[src/rtl/counter_pkg.sv]
`default_nettype none
// ============================================================================
//  Module      : counter_pkg
//  Description : Shared encodings for the counter command sequencer:
//                command opcodes, FSM state codes and counter limits.
//  Revision    : 1.0  initial release
// ============================================================================
package counter_pkg;

   // Default counter width and the largest value it can hold
   localparam int CNT_W_DEF = 3;
   localparam int CNT_MAX   = (2 ** CNT_W_DEF) - 1;

   // Command opcodes carried on cmd_op
   localparam logic [1:0] OP_NOP   = 2'b00;
   localparam logic [1:0] OP_LOAD  = 2'b01;
   localparam logic [1:0] OP_INC_N = 2'b10;
   localparam logic [1:0] OP_CLEAR = 2'b11;

   // Sequencer FSM state codes
   localparam logic [1:0] ST_IDLE   = 2'd0;
   localparam logic [1:0] ST_LOAD   = 2'd1;
   localparam logic [1:0] ST_INC    = 2'd2;
   localparam logic [1:0] ST_SETTLE = 2'd3;

endpackage : counter_pkg
`default_nettype wire

[src/rtl/counter_cmd_sequencer.sv]
`default_nettype none
// ============================================================================
//  Module      : counter_cmd_sequencer
//  Description : Expands LOAD / INC_N / CLEAR commands into single-cycle
//                ld / inc pulses for a loadable counter. A shadow copy of
//                the count stops inc from ever being issued at the maximum,
//                and the counter readback is checked against the shadow.
//  Revision    : 1.0  initial release
// ============================================================================
module counter_cmd_sequencer
   import counter_pkg::*;
#(
   parameter int CNT_W = 3
)(
   input  logic             clk,
   input  logic             rst,
   input  logic             cmd_valid,
   output logic             cmd_ready,
   input  logic [1:0]       cmd_op,
   input  logic [CNT_W-1:0] cmd_arg,
   output logic             ld,
   output logic             inc,
   output logic [CNT_W-1:0] data_in,
   input  logic [CNT_W-1:0] count_in,
   input  logic             err_clr,
   output logic             ovf_err,
   output logic             mis_err,
   output logic             busy
);

   localparam logic [CNT_W-1:0] c_cnt_max = {CNT_W{1'b1}};
   localparam logic [CNT_W-1:0] c_one     = {{(CNT_W-1){1'b0}}, 1'b1};

   logic [1:0]       r_state;
   logic [CNT_W-1:0] r_shadow;
   logic [CNT_W-1:0] r_remaining;
   logic             r_ld;
   logic             r_inc;
   logic [CNT_W-1:0] r_data_in;
   logic             r_ovf_err;
   logic             r_mis_err;

   logic [1:0]       w_state_nxt;
   logic [CNT_W-1:0] w_shadow_nxt;
   logic [CNT_W-1:0] w_remaining_nxt;
   logic [CNT_W-1:0] w_data_in_nxt;
   logic             w_accept;
   logic             w_ovf_set;
   logic             w_mis_set;

   // Next-state, shadow and remaining-count computation
   always_comb begin
      w_state_nxt     = r_state;
      w_shadow_nxt    = r_shadow;
      w_remaining_nxt = r_remaining;
      w_data_in_nxt   = r_data_in;
      w_ovf_set       = 1'b0;
      w_mis_set       = 1'b0;
      w_accept        = cmd_valid && (r_state == ST_IDLE);
      case (r_state)
         ST_IDLE: begin
            if (w_accept) begin
               case (cmd_op)
                  OP_LOAD: begin
                     w_state_nxt   = ST_LOAD;
                     w_data_in_nxt = cmd_arg;
                  end
                  OP_CLEAR: begin
                     w_state_nxt   = ST_LOAD;
                     w_data_in_nxt = '0;
                  end
                  OP_INC_N: begin
                     if (cmd_arg == '0) begin
                        w_state_nxt = ST_SETTLE;
                     end else begin
                        w_state_nxt     = ST_INC;
                        w_remaining_nxt = cmd_arg;
                     end
                  end
                  default: w_state_nxt = ST_IDLE;
               endcase
            end
         end
         ST_LOAD: begin
            // The counter loads on this same edge, so the shadow follows it
            w_shadow_nxt = r_data_in;
            w_state_nxt  = ST_SETTLE;
         end
         ST_INC: begin
            if (r_shadow != c_cnt_max) begin
               w_shadow_nxt    = r_shadow + c_one;
               w_remaining_nxt = r_remaining - c_one;
               if (r_remaining == c_one) begin
                  w_state_nxt = ST_SETTLE;
               end
            end else begin
               // Saturated: drop the outstanding increments rather than wrap
               w_ovf_set       = 1'b1;
               w_remaining_nxt = '0;
               w_state_nxt     = ST_SETTLE;
            end
         end
         ST_SETTLE: begin
            w_mis_set   = (count_in != r_shadow);
            w_state_nxt = ST_IDLE;
         end
         default: w_state_nxt = ST_IDLE;
      endcase
   end

   // State, shadow and registered counter-control outputs
   always_ff @(posedge clk) begin
      if (rst) begin
         r_state     <= ST_IDLE;
         r_shadow    <= '0;
         r_remaining <= '0;
         r_ld        <= 1'b0;
         r_inc       <= 1'b0;
         r_data_in   <= '0;
      end else begin
         r_state     <= w_state_nxt;
         r_shadow    <= w_shadow_nxt;
         r_remaining <= w_remaining_nxt;
         r_data_in   <= w_data_in_nxt;
         // Pulses are decided one cycle early so they leave a flop
         r_ld        <= (w_state_nxt == ST_LOAD);
         r_inc       <= (w_state_nxt == ST_INC) && (w_shadow_nxt != c_cnt_max);
      end
   end

   // Sticky error flags; a set event wins over a simultaneous clear
   always_ff @(posedge clk) begin
      if (rst) begin
         r_ovf_err <= 1'b0;
         r_mis_err <= 1'b0;
      end else begin
         r_ovf_err <= w_ovf_set | (r_ovf_err & ~err_clr);
         r_mis_err <= w_mis_set | (r_mis_err & ~err_clr);
      end
   end

   assign cmd_ready = (r_state == ST_IDLE);
   assign busy      = ~cmd_ready;
   assign ld        = r_ld;
   assign inc       = r_inc;
   assign data_in   = r_data_in;
   assign ovf_err   = r_ovf_err;
   assign mis_err   = r_mis_err;

endmodule : counter_cmd_sequencer
`default_nettype wire

[config.mk]
export PLATFORM = sky130hd
export DESIGN_NAME = counter_cmd_sequencer
export DESIGN_NICKNAME = d
export VERILOG_FILES = /design/src/rtl/counter_pkg.sv /design/src/rtl/counter_cmd_sequencer.sv
export SDC_FILE = /design/constraint.sdc
export NUM_CORES = 1
export LEC_CHECK = 0
export BUFFER_PORTS_ARGS = -buffer_cell sky130_fd_sc_hd__buf_4
export CORE_UTILIZATION = 25
export DETAILED_ROUTE_END_ITERATION = 8
export SYNTH_ARGS = -nofsm -noshare
export SYNTH_HDL_FRONTEND = slang
export SYNTH_SLANG_ARGS = --single-unit
[constraint.sdc]
create_clock -name clk -period 2 [get_ports clk]
set_clock_uncertainty 0.15 [all_clocks]
set_input_delay 0.1 -clock clk [delete_from_list [all_inputs] [get_ports clk]]
set_output_delay 0.1 -clock clk [all_outputs]
set_load 0.02 [all_outputs]
==> impl_metrics.csv <==
group,metric,value,unit
routing,wl,2.16,mm
pwr,leakage,0.523,nW
yosys,yosysTopAreaCellShare,31.5,%
yosys,syn_inst,103,
sta,finalSetupTns,0,ns
clock_tree,postCtsSetupRepairBufs,0,
run,cap_viol_max_count,0,
yosys,yosys_warnings,0,
final_layout,nFillCells,379,
sta,layout_min_cycle_time,1.83,ns
placement,port_buffers,20,
routing,routedWlPerCell,12.3,µm
sta,fmax,547,MHz
routing,route.antenna.remaining_nets,0,
clock_tree,cts_root_buffer,"clkbuf_8",
sta,timing_hold_violations_final,0,
worst_setup_path,cp.required,1.98,ns
placement,dp_slack,0.121,ns
final_layout,multi_input_area,604,µm²
clock_tree,clk_latency,0.25,ns
worst_setup_path,critPathKind,"reg -> reg",
worst_setup_path,cp_slowest_cell,"dfxtp_1",
routing,dr.pass1.iters,4,
worst_setup_path,crit_fanout,5,
final_layout,final_util,33.4,%
final_layout,register_area,300,µm²
placement,place_congestion,0.795,
clock_tree,tritoncts,"yes",
worst_setup_path,crit_buf_inv,1,
worst_setup_path,cp.arrival,1.80,ns
worst_setup_path,path_cells,"inv_1 > ha_2 > a21boi_1 > mux2i_1 > o221ai_2 > a311oi_2",
final_layout,final_area,1220,µm²
floorplanning,die_y,63.7,µm
yosys,synth.avg_cell_area,9.24,µm²
yosys,yosys-top-cells-area,"dfxtp_1, ha_1, a21oi_1, nor2b_1, inv_1",
yosys,syn_area,952,µm²
clock_tree,numCtsBuffers,3,
yosys,synth_edf_count,0,
global_routing,grt_pass1_vias,787,
yosys,synth-seq-cells,15,
sta,maxSlewHeadroom,77.4,%
final_layout,syn_to_final_growth,28.3,%
global_routing,grt_antenna_before_repair,0,
floorplanning,initial_core_util,26.0,%
pwr,totalPowerFinal,1.66,mW
placement,place_hpwl,1.71,mm
pwr,p_per_area,1360,nW/µm²
floorplanning,die_w,63.7,µm
clock_tree,clock_path_buffers,2,
final_layout,drive_above_1_share,30.7,%
routing,num_vias,810,
sta,setup_violations,0,
routing,drc,0,
placement,placed_cell_area,1150,µm²
min_path,hold_path.class,"in -> reg",
sta,timing.final.max_slew_violations,0,
worst_setup_path,path_delay_family,"compound AO/OA/AOI/OAI gates",
final_layout,layout_common_cells,"buf_4, dfxtp_1, a21oi_1",
final_layout,fin_nets,148,
yosys,synth_flop_cell,"dfxtp_1",
yosys,synth_cell_types,40,
yosys,yosysSeqAreaShare,31.5,%
sta,setup_ws,0.173,ns
clock_tree,clkSinkCount,15,
sta,rsz0062_at_grt,"no",
pwr,peakVddDrop,0.000467,V
global_routing,grt_max_degree,15,
sta,worst_pin_slew,0.339,ns
clock_tree,htreeDepth,1,
sta,period_share,91.3,%
routing,drtIter0Drc,27,
outcome,status,"completed",
worst_setup_path,start_kind,"flop",
yosys,async_flop_share,0,%
final_layout,antenna_cells,0,
final_layout,final_common_cell,"buf_4",
floorplanning,die_area,4060,µm²
global_routing,gr-total-overflow,0,
clock_tree,clkTransAtPathRegs,0.06,ns
yosys,synth_top_area_cell,"dfxtp_1",
global_routing,grt_first_pass_wirelength,3.68,mm
floorplanning,ioPinCount,21,
floorplanning,core_area,3660,µm²
worst_setup_path,crit_path_end_kind,"flop",
floorplanning,fp-row-count,22,
worst_setup_path,slowest_delay,0.41,ns
global_routing,grt_usage,11.8,%
routing,via_per_inst,4.63,
yosys,syn_nets,123,
-- state kept, by name (all words and copies together), names as in the netlist --
name and count:
mis_err 1, r_shadow 3, r_remaining 3, data_in 3, r_state 2, ovf_err 1
ld 1, inc 1
-- area by class of cell --
class	count	share of cell area (%)
clock buffers	4	3.69
repair buffers	23	14.5
well taps	48	4.92
flip-flops and latches	15	24.6
inverters	9	2.77
multi-input cells	76	49.5
-- timing repair --
action / 4_1_cts / 5_1_grt
resized for setup: 0 / 2
hold endpoints to repair: 10 / 0
hold buffers: 2 / 0
endpoints found under the setup margin: 0 / 2
-- worst register-to-register path: stages (launching register included) --
cell and delay (ns):
dfxtp_1 0.41, inv_1 0.11, ha_2 0.36, a21boi_1 0.21
mux2i_1 0.12, o221ai_2 0.22, a311oi_2 0.12
-- metrics by stage --
stage / instances / hold slack, ns
floorplan: 103 / 0.0216
global placement: 169 / 0.237
detailed placement: 169 / 0.246
CTS: 175 / 0.00933
global route: 175 / 0.0196
finish: 175 / 0.0102
-- power by group --
group	leakage, nW	internal, mW	switching [mW]
sequential	0.122	0.370	0.0522
combinational	0.378	0.440	0.548
clock	0.0228	0.141	0.111
-- cells in the mapped netlist (all sizes together), types with 2 or more instances --
master,n
a211oi,2
a21bo,2
a21oi,9
buf,3
dfxtp,15
ha,8
inv,9
nand2,7
nand2b,2
nand3,2
nand3b,2
nor2,7
nor2b,6
nor3b,2
o21ai,2
o22ai,2
o31ai,2
xor2,3
-- per-layer routing --
metal  up-vias  global-route usage, %  wire length [µm]
met1       375                   14.5              1050
met2        20                   18.8               952
li1        411                      -                 -
met3         4                   4.71               131
met5         -                      0                 0
met4         0                   3.41                21
-- kinds of logic after synthesis --
group                    count (synthesis)  share of synthesized area (%)
AND/OR/NAND/NOR                         35                           22.3
AO/OA/AOI/OAI                           29                           25.9
flip-flops                              15                           31.5
buffers and inverters                   12                           5.91
adder cells (fa/ha/maj)                  8                           10.5
XOR/XNOR                                 3                           2.76
multiplexers                             1                           1.05
-- worst paths after layout --
| kind | from | endpoint | slack, ns | cells after the start |
|---|---|---|---|---|
| min | cmd_op[1] | data_in[0] | 0.01 | 3 |
| max | r_state[0] | inc | 0.17 | 6 |
| min reg2reg | mis_err | mis_err | 0.33 | 2 |
| max reg2reg | r_state[0] | inc | 0.17 | 6 |
Note: power is estimated with default switching activity, not from simulation.
